===== config.mk =====
export PLATFORM = sky130hd
export DESIGN_NAME = sram_port_responder_flat
export DESIGN_NICKNAME = d
export VERILOG_FILES = /design/src/rtl/sram_port_responder_pkg.sv /design/src/rtl/sram_port_responder_if.sv /design/src/rtl/sram_port_responder_resp_delay_line.sv /design/src/rtl/sram_port_responder.sv /design/src/flat_wrapper.sv
export SDC_FILE = /design/constraint.sdc
export NUM_CORES = 1
export LEC_CHECK = 0
export CORE_MARGIN = 5
export CORE_UTILIZATION = 33
export DETAILED_ROUTE_END_ITERATION = 8
export MAX_ROUTING_LAYER = met4
export PLACE_DENSITY = 0.78
export SLEW_MARGIN = 5
export SYNTH_ARGS = -nofsm -noshare
export SYNTH_HDL_FRONTEND = slang
export SYNTH_SLANG_ARGS = --single-unit

===== constraint.sdc =====
create_clock -name clock -period 1.1 [get_ports clock]
set_clock_uncertainty 0.05 [all_clocks]
set_input_delay 0.22 -clock clock [delete_from_list [all_inputs] [get_ports clock]]
set_output_delay 0.22 -clock clock [all_outputs]
set_load 0.02 [all_outputs]

===== src/rtl/sram_port_responder_pkg.sv =====
// rtl/sram_port_responder_pkg.sv - shared tag codes, return-word type, arbiter port enum, counter helper
// Contents:
//   INVALID_TAG / DATA_TAG0 / DATA_TAG1 / DATA_END_TAG  client read tag codes
//   ret_word_t   {tag, data} read-return word at default widths
//   port_t       round-robin pointer encoding
//   sat_inc      32-bit saturating increment

package sram_if_pkg;

    localparam logic [1:0] INVALID_TAG  = 2'd0;
    localparam logic [1:0] DATA_TAG0    = 2'd1;
    localparam logic [1:0] DATA_TAG1    = 2'd2;
    localparam logic [1:0] DATA_END_TAG = 2'd3;

    typedef struct packed {
        logic [1:0]  tag;
        logic [31:0] data;
    } ret_word_t;

    // Port that wins the next tie between both requesters.
    typedef enum logic {
        PORT0 = 1'b0,
        PORT1 = 1'b1
    } port_t;

    function automatic logic [31:0] sat_inc(input logic [31:0] v);
        return (v == 32'hFFFF_FFFF) ? v : v + 32'd1;
    endfunction

endpackage


===== src/rtl/sram_port_responder_if.sv =====
// rtl/sram_port_responder_if.sv - two-channel request/ready/command_entry client bundle
// Signals:
//   client -> responder: request0/1, command_entry0/1, write_enable1, address0/1, tag0, data_out1
//   responder -> client: ready0/1, valid0, query0, qtag0
// Modports: master (client side), slave (responder side)

interface sram_port_responder_if #(
    parameter int ADDRESS_WIDTH  = 32,
    parameter int SRAMDATA_WIDTH = 32,
    parameter int TAG_WIDTH      = 2
);
    logic                      request0;
    logic                      request1;
    logic                      command_entry0;
    logic                      command_entry1;
    logic                      write_enable1;
    logic [ADDRESS_WIDTH-1:0]  address0;
    logic [ADDRESS_WIDTH-1:0]  address1;
    logic [TAG_WIDTH-1:0]      tag0;
    logic [SRAMDATA_WIDTH-1:0] data_out1;

    logic                      ready0;
    logic                      ready1;
    logic                      valid0;
    logic [SRAMDATA_WIDTH-1:0] query0;
    logic [TAG_WIDTH-1:0]      qtag0;

    modport master (
        output request0, request1, command_entry0, command_entry1, write_enable1,
        output address0, address1, tag0, data_out1,
        input  ready0, ready1, valid0, query0, qtag0
    );

    modport slave (
        input  request0, request1, command_entry0, command_entry1, write_enable1,
        input  address0, address1, tag0, data_out1,
        output ready0, ready1, valid0, query0, qtag0
    );

endinterface


===== src/rtl/sram_port_responder_resp_delay_line.sv =====
// rtl/sram_port_responder_resp_delay_line.sv - {valid, tag} shift register aligned with SRAM read data
// Ports:
//   clock, clear            posedge clock; clear empties every stage
//   in_valid, in_tag        entry captured alongside the SRAM address register
//   out_valid, out_tag      entry emerging in the cycle its sram_rdata is valid
// DEPTH = SRAM_LATENCY + 1 (>= 2).

module resp_delay_line #(
    parameter int DEPTH     = 2,
    parameter int TAG_WIDTH = 2
) (
    input  logic                 clock,
    input  logic                 clear,
    input  logic                 in_valid,
    input  logic [TAG_WIDTH-1:0] in_tag,
    output logic                 out_valid,
    output logic [TAG_WIDTH-1:0] out_tag
);

    logic [DEPTH-1:0]     valid_q;
    logic [TAG_WIDTH-1:0] tag_q [DEPTH];

    always_ff @(posedge clock) begin
        if (clear) begin
            valid_q <= '0;
            for (int i = 0; i < DEPTH; i++) begin
                tag_q[i] <= '0;
            end
        end else begin
            for (int i = DEPTH - 1; i > 0; i--) begin
                valid_q[i] <= valid_q[i-1];
                tag_q[i]   <= tag_q[i-1];
            end
            valid_q[0] <= in_valid;
            tag_q[0]   <= in_tag;
        end
    end

    assign out_valid = valid_q[DEPTH-1];
    assign out_tag   = tag_q[DEPTH-1];

endmodule


===== src/rtl/sram_port_responder.sv =====
// rtl/sram_port_responder.sv - arbitrates a tagged read port and a write port onto one single-port SRAM
// Ports:
//   clock, reset, refresh   posedge clock; reset and refresh both clear all state synchronously
//   bus                     sram_port_responder_if.slave client bundle
//   sram_addr/we/wdata      registered SRAM command
//   sram_rdata              SRAM read data, valid SRAM_LATENCY cycles after sram_addr
//   protocol_error          sticky: command_entry seen outside a granted slot
//   stat_reads/writes/idle_slots  saturating counters, only with SRAM_PORT_RESPONDER_STATS_EN
// Optional feature macro: SRAM_PORT_RESPONDER_STATS_EN

module sram_port_responder
    import sram_if_pkg::*;
#(
    parameter int ADDRESS_WIDTH  = 32,
    parameter int SRAMDATA_WIDTH = 32,
    parameter int TAG_WIDTH      = 2,
    parameter int MEM_ADDR_WIDTH = 18,
    parameter int SRAM_LATENCY   = 1
) (
    input  logic                      clock,
    input  logic                      reset,
    input  logic                      refresh,
    sram_port_responder_if.slave      bus,
    output logic [MEM_ADDR_WIDTH-1:0] sram_addr,
    output logic                      sram_we,
    output logic [SRAMDATA_WIDTH-1:0] sram_wdata,
    input  logic [SRAMDATA_WIDTH-1:0] sram_rdata,
    output logic                      protocol_error
`ifdef SRAM_PORT_RESPONDER_STATS_EN
    ,
    output logic [31:0]               stat_reads,
    output logic [31:0]               stat_writes,
    output logic [31:0]               stat_idle_slots
`endif
);

    // Client addresses narrower than the SRAM are zero-extended, wider ones truncated.
    localparam int ADDR_KEEP = (MEM_ADDR_WIDTH < ADDRESS_WIDTH) ? MEM_ADDR_WIDTH : ADDRESS_WIDTH;

    logic clear;
    assign clear = reset | refresh;

    // ------------------------------------------------------------------
    // Grant arbiter: one grant per cycle, last-granted port loses ties.
    // ------------------------------------------------------------------
    port_t prio_q;
    logic  ready0_q, ready1_q;
    logic  slot0_q, slot1_q;
    logic  grant0_nxt, grant1_nxt;

    always_comb begin
        grant0_nxt = 1'b0;
        grant1_nxt = 1'b0;
        if (bus.request0 && bus.request1) begin
            grant0_nxt = (prio_q == PORT0);
            grant1_nxt = (prio_q == PORT1);
        end else begin
            grant0_nxt = bus.request0;
            grant1_nxt = bus.request1;
        end
    end

    // A grant in cycle t makes cycle t+1 the port's slot, even if request drops meanwhile.
    always_ff @(posedge clock) begin
        if (clear) begin
            ready0_q <= 1'b0;
            ready1_q <= 1'b0;
            slot0_q  <= 1'b0;
            slot1_q  <= 1'b0;
            prio_q   <= PORT0;
        end else begin
            ready0_q <= grant0_nxt;
            ready1_q <= grant1_nxt;
            slot0_q  <= ready0_q;
            slot1_q  <= ready1_q;
            if (grant0_nxt) begin
                prio_q <= PORT1;
            end else if (grant1_nxt) begin
                prio_q <= PORT0;
            end
        end
    end

    assign bus.ready0 = ready0_q;
    assign bus.ready1 = ready1_q;

    // ------------------------------------------------------------------
    // Command acceptance and SRAM command register
    // ------------------------------------------------------------------
    logic accept_read;
    logic accept_write;
    logic stray_command;

    assign accept_read   = bus.command_entry0 & slot0_q;
    // A port-1 command without write_enable1 consumes its slot but touches nothing.
    assign accept_write  = bus.command_entry1 & slot1_q & bus.write_enable1;
    assign stray_command = (bus.command_entry0 & ~slot0_q) | (bus.command_entry1 & ~slot1_q);

    always_ff @(posedge clock) begin
        if (clear) begin
            sram_addr      <= '0;
            sram_we        <= 1'b0;
            sram_wdata     <= '0;
            protocol_error <= 1'b0;
        end else begin
            sram_we <= accept_write;
            if (accept_read) begin
                sram_addr <= MEM_ADDR_WIDTH'(bus.address0[ADDR_KEEP-1:0]);
            end else if (accept_write) begin
                sram_addr  <= MEM_ADDR_WIDTH'(bus.address1[ADDR_KEEP-1:0]);
                sram_wdata <= bus.data_out1;
            end
            if (stray_command) begin
                protocol_error <= 1'b1;
            end
        end
    end

    // ------------------------------------------------------------------
    // Read return: tag travels beside the SRAM pipeline, then one output stage.
    // ------------------------------------------------------------------
    logic                 dl_valid;
    logic [TAG_WIDTH-1:0] dl_tag;

    resp_delay_line #(
        .DEPTH     (SRAM_LATENCY + 1),
        .TAG_WIDTH (TAG_WIDTH)
    ) u_resp_delay_line (
        .clock     (clock),
        .clear     (clear),
        .in_valid  (accept_read),
        .in_tag    (bus.tag0),
        .out_valid (dl_valid),
        .out_tag   (dl_tag)
    );

    logic                      valid0_q;
    logic [SRAMDATA_WIDTH-1:0] query0_q;
    logic [TAG_WIDTH-1:0]      qtag0_q;

    always_ff @(posedge clock) begin
        if (clear) begin
            valid0_q <= 1'b0;
            query0_q <= '0;
            qtag0_q  <= '0;
        end else begin
            valid0_q <= dl_valid;
            if (dl_valid) begin
                query0_q <= sram_rdata;
                qtag0_q  <= dl_tag;
            end
        end
    end

    assign bus.valid0 = valid0_q;
    assign bus.query0 = query0_q;
    assign bus.qtag0  = qtag0_q;

`ifdef SRAM_PORT_RESPONDER_STATS_EN
    // ------------------------------------------------------------------
    // Debug counters
    // ------------------------------------------------------------------
    logic slot_idle;
    assign slot_idle = (slot0_q & ~bus.command_entry0) | (slot1_q & ~bus.command_entry1);

    always_ff @(posedge clock) begin
        if (clear) begin
            stat_reads      <= '0;
            stat_writes     <= '0;
            stat_idle_slots <= '0;
        end else begin
            if (accept_read) begin
                stat_reads <= sat_inc(stat_reads);
            end
            if (accept_write) begin
                stat_writes <= sat_inc(stat_writes);
            end
            if (slot_idle) begin
                stat_idle_slots <= sat_inc(stat_idle_slots);
            end
        end
    end
`endif

endmodule


===== src/flat_wrapper.sv =====
// flat-port wrapper written by rule: the top's interface ports become plain ports
module sram_port_responder_flat import sram_if_pkg::*;
#(
    parameter int ADDRESS_WIDTH  = 32,
    parameter int SRAMDATA_WIDTH = 32,
    parameter int TAG_WIDTH      = 2,
    parameter int MEM_ADDR_WIDTH = 18,
    parameter int SRAM_LATENCY   = 1
)
  (clock, reset, refresh, sram_addr, sram_we, sram_wdata, sram_rdata, protocol_error, bus_request0, bus_request1, bus_command_entry0, bus_command_entry1, bus_write_enable1, bus_address0, bus_address1, bus_tag0, bus_data_out1, bus_ready0, bus_ready1, bus_valid0, bus_query0, bus_qtag0);
  sram_port_responder_if #(.ADDRESS_WIDTH(ADDRESS_WIDTH), .SRAMDATA_WIDTH(SRAMDATA_WIDTH), .TAG_WIDTH(TAG_WIDTH)) bus_i ();
  input  logic clock;
  input  logic reset;
  input  logic refresh;
  output logic [MEM_ADDR_WIDTH-1:0] sram_addr;
  output logic sram_we;
  output logic [SRAMDATA_WIDTH-1:0] sram_wdata;
  input  logic [SRAMDATA_WIDTH-1:0] sram_rdata;
  output logic protocol_error;
  input wire logic [$bits(bus_i.request0)-1:0] bus_request0;
  input wire logic [$bits(bus_i.request1)-1:0] bus_request1;
  input wire logic [$bits(bus_i.command_entry0)-1:0] bus_command_entry0;
  input wire logic [$bits(bus_i.command_entry1)-1:0] bus_command_entry1;
  input wire logic [$bits(bus_i.write_enable1)-1:0] bus_write_enable1;
  input wire logic [$bits(bus_i.address0)-1:0] bus_address0;
  input wire logic [$bits(bus_i.address1)-1:0] bus_address1;
  input wire logic [$bits(bus_i.tag0)-1:0] bus_tag0;
  input wire logic [$bits(bus_i.data_out1)-1:0] bus_data_out1;
  output wire logic [$bits(bus_i.ready0)-1:0] bus_ready0;
  output wire logic [$bits(bus_i.ready1)-1:0] bus_ready1;
  output wire logic [$bits(bus_i.valid0)-1:0] bus_valid0;
  output wire logic [$bits(bus_i.query0)-1:0] bus_query0;
  output wire logic [$bits(bus_i.qtag0)-1:0] bus_qtag0;
  assign bus_i.request0 = bus_request0;
  assign bus_i.request1 = bus_request1;
  assign bus_i.command_entry0 = bus_command_entry0;
  assign bus_i.command_entry1 = bus_command_entry1;
  assign bus_i.write_enable1 = bus_write_enable1;
  assign bus_i.address0 = bus_address0;
  assign bus_i.address1 = bus_address1;
  assign bus_i.tag0 = bus_tag0;
  assign bus_i.data_out1 = bus_data_out1;
  assign bus_ready0 = bus_i.ready0;
  assign bus_ready1 = bus_i.ready1;
  assign bus_valid0 = bus_i.valid0;
  assign bus_query0 = bus_i.query0;
  assign bus_qtag0 = bus_i.qtag0;
  sram_port_responder #(.ADDRESS_WIDTH(ADDRESS_WIDTH), .SRAMDATA_WIDTH(SRAMDATA_WIDTH), .TAG_WIDTH(TAG_WIDTH), .MEM_ADDR_WIDTH(MEM_ADDR_WIDTH), .SRAM_LATENCY(SRAM_LATENCY)) u_core (.clock(clock), .reset(reset), .refresh(refresh), .bus(bus_i), .sram_addr(sram_addr), .sram_we(sram_we), .sram_wdata(sram_wdata), .sram_rdata(sram_rdata), .protocol_error(protocol_error));
endmodule

==> results.ini, run 1 <==
[power]
intPower_uw = 4852
switchingPower_uw = 1551
peakVddDrop_uv = 735.3
power.density_mw_per_mm2 = 965.2
pwr-share-clk_pct = 34.4
leakagePower_uw = 0.002416
combPwrFrac_pct = 9.8
seqPwrFrac_pct = 55.8
p_sw_share_pct = 24.22

[critical_path]
start_kind = flop
endpoint_kind = flop
worstPathCellList = buf_4, nand3_2, buf_12, o21ai_0, a21oi_2
arrival_ns = 1.45
rr_startpoint = u_core.slot1_q
worstPathRequired_ns = 1.28
slowest_delay_ns = 0.36
crit_fanout = 38
cpMaxStageDelayCell = dfxtp_2
path_class = reg -> reg
startpoint = u_core.slot1_q

[synth]
yosysTopAreaCell = dfxtp_1
yosys_register_bits = 98
avgSynthCellArea_um2 = 9.069
synth_common_cells = dfxtp_1, o21ai_0, nand2_1
synth.distinct_cells = 22
synth_edf_count = 0
netlist.area_leader.share_pct = 54.77
synthCells = 395
ys_seq_area_share_pct = 54.77
synth_most_common_cell = dfxtp_1
syn_nets = 533
yosys_warnings = 0
synth.area.top_cells = dfxtp_1, mux2i_1, o21ai_0
synthArstFlopShare_pct = 0
netlist_area_mm2 = 0.003582
ys.flop_type = dfxtp_1

[clock_tree]
cts_tree = done
clockBufferDepth = 2
cts_buffers = 9
clock-sinks = 98
clock-root-buffer = clkbuf_8
htreeDepth = 3
cts.clk_slew.worst_paths_ns = 0.10
insertion_delay_ns = 0.35

[floorplanning]
num_rows = 38
io_pins = 227
dieWidth_um = 114.2
core_mm2 = 0.01075
start_util_pct = 33.34
dieArea_mm2 = 0.01304
die_h_um = 114.2

[place]
place_inst = 722
placed_cell_area_mm2 = 0.005836
dpl_worst_slack_ns = -0.4844
gp_congestion = 0.7654
dpl.hpwl_mm = 8.335
io_buffers = 198

[sta]
finalHoldViolCount = 0
period_needed_ns = 1.269
rsz0062_at_grt = true
slew_viol_final = 0
min_period_over_period_pct = 115.3
slew_headroom_pct = 81.12
finalSetupTns_ns = -5.372
fmax_mhz = 788.2
holdWs_ns = 0.3227
setup_violations = 50
tightest_slew_ns = 0.2813
post-route-worst-setup-slack_ns = -0.1686

[drt]
drtAntennaViolNets = 0
drtPass1Iterations = 4
wl_mm = 12.39
drc = 0
wl_met3_um = 805
wire_per_inst_um = 16.52
wl_met1_mm = 4.878
drt_iter0_drc = 192
top_layer = met4
via_per_inst = 4.923
via_count = 3692
dr_wl_met2_mm = 6.411

[grt]
grt_pass1_vias = 3816
grt_pass1_wl_mm = 18.44
grt_max_degree = 39
grt_remaining_overflow = 0
antenna_found_initial = 0
track_usage_pct = 18.07

[final_layout]
synthToLayoutAreaGrowth_pct = 85.19
n_antenna_cell = 0
final_nets = 743
design_area_mm2 = 0.006634
drive_gt1_share_pct = 46.07
instances_no_fill = 750

[hold_path]
worstHoldStart = bus_write_enable1
hold_class = in -> reg

[run]
maxCapViolCount = 0

[run_status]
outcome = complete, but fails checks
failed_checks = negative setup slack

-- repair_timing --
| action | in CTS | in global routing |
|---|---|---|
| setup endpoints to repair | 139 | 140 |
| resized for setup | 622 | 72 |
| gates cloned | 1 | 4 |
| hold buffers | 0 | 0 |
| pin swaps | 1 | 41 |
| setup buffers | 1 | 7 |
-- sequential cells by signal, indices dropped and copies added (netlist names) --
register / flops
u_core.sram_wdata: 32
u_core.bus.ready1: 1
u_core.u_resp_delay_line.valid_q: 2
u_core.bus.query0: 32
u_core.sram_we: 1
u_core.bus.ready0: 1
u_core.slot0_q: 1
u_core.u_resp_delay_line.tag_q: 4
u_core.prio_q: 1
u_core.slot1_q: 1
u_core.bus.valid0: 1
u_core.protocol_error: 1
u_core.sram_addr: 18
u_core.bus.qtag0: 2
-- final cells by class --
type	instances	area [µm²]
flip-flops and latches	98	2076
fillers	907	4111
well taps	140	175.2
repair buffers	234	2540
clock buffers	9	123.9
clock inverters	7	58.81
multi-input cells	260	1653
inverters	2	7.507
-- worst paths after layout --
kind | endpoint | slack (ns) | cells past startpoint
worst max-delay path | u_core.sram_wdata[13] | -0.17 | 5
worst min register to register | u_core.u_resp_delay_line.valid_q[1] | 0.38 | 1
worst min-delay path | u_core.sram_we | 0.32 | 4
worst max register to register | u_core.sram_wdata[13] | -0.17 | 5
-- placed cells by master, fill, tap and decap left out, types with 2 or more instances in the layout --
| master | instances |
|---|---|
| a21oi_1 | 19 |
| a21oi_2 | 14 |
| a31oi_1 | 15 |
| a31oi_4 | 3 |
| and2_1 | 9 |
| and3_2 | 2 |
| buf_12 | 7 |
| buf_4 | 22 |
| buf_6 | 91 |
| clkbuf_16 | 3 |
| clkbuf_8 | 9 |
| clkdlybuf4s50_1 | 107 |
| dfxtp_1 | 7 |
| dfxtp_2 | 91 |
| inv_1 | 2 |
| inv_6 | 3 |
| mux2i_1 | 34 |
| nand2_1 | 22 |
| nand2_2 | 11 |
| nand2_4 | 5 |
| nand2b_1 | 2 |
| nand3_1 | 24 |
| nand3_2 | 9 |
| nor2_1 | 36 |
| o21ai_0 | 36 |
| o21ai_1 | 13 |
-- critical path, delay by kind of cell (launching register included) --
family          cells  cell delay (ns)
flops               1             0.36
simple gates        1             0.09
buf+inv             2             0.31
compound gates      2             0.32
-- through the flow --
| stage | utilization (%) | total power (µW) |
|---|---|---|
| after floorplan | - | 3763 |
| after global placement | 54.31 | 4234 |
| after detailed placement | 54.31 | 4244 |
| after CTS | 58.34 | 6458 |
| after global routing | 61.74 | 6675 |
| final | 61.74 | 6403 |
-- power groups by stage --
| stage | sequential, µW | combinational, µW | clock [µW] |
|---|---|---|---|
| 5_1_grt | 3570 | 668 | 2430 |
| 3_3_place_gp | 3650 | 583 | 0 |
| 6_report | 3570 | 629 | 2200 |
| 4_1_cts | 3570 | 598 | 2290 |
| 3_5_place_dp | 3650 | 592 | 0 |
| 2_1_floorplan | 3660 | 101 | 0 |
-- layer usage --
metal | vias up | global-route usage (%)
met3 | 30 | 4.440
li1 | 1782 | -
met4 | 0 | 5.622
met2 | 141 | 31.73
met1 | 1739 | 20.20
met5 | - | -
-- logic make-up (layout without fill, tap and decap cells) --
logic type	after synthesis	after routing	share of synthesized area, %
flip-flops	98	98	54.77
AND/OR/NAND/NOR	124	124	15.47
buffers and inverters	37	252	5.274
multiplexers	34	34	9.501
AO/OA/AOI/OAI	102	102	14.98
Note: power is estimated with default switching activity, not from simulation.
==> run 2: changes to the inputs <==
GPL_ROUTABILITY_DRIVEN = 0   (was not set)
==> results of run 2 <==
The final DEF is identical to that of run 1; final timing and power are the same.
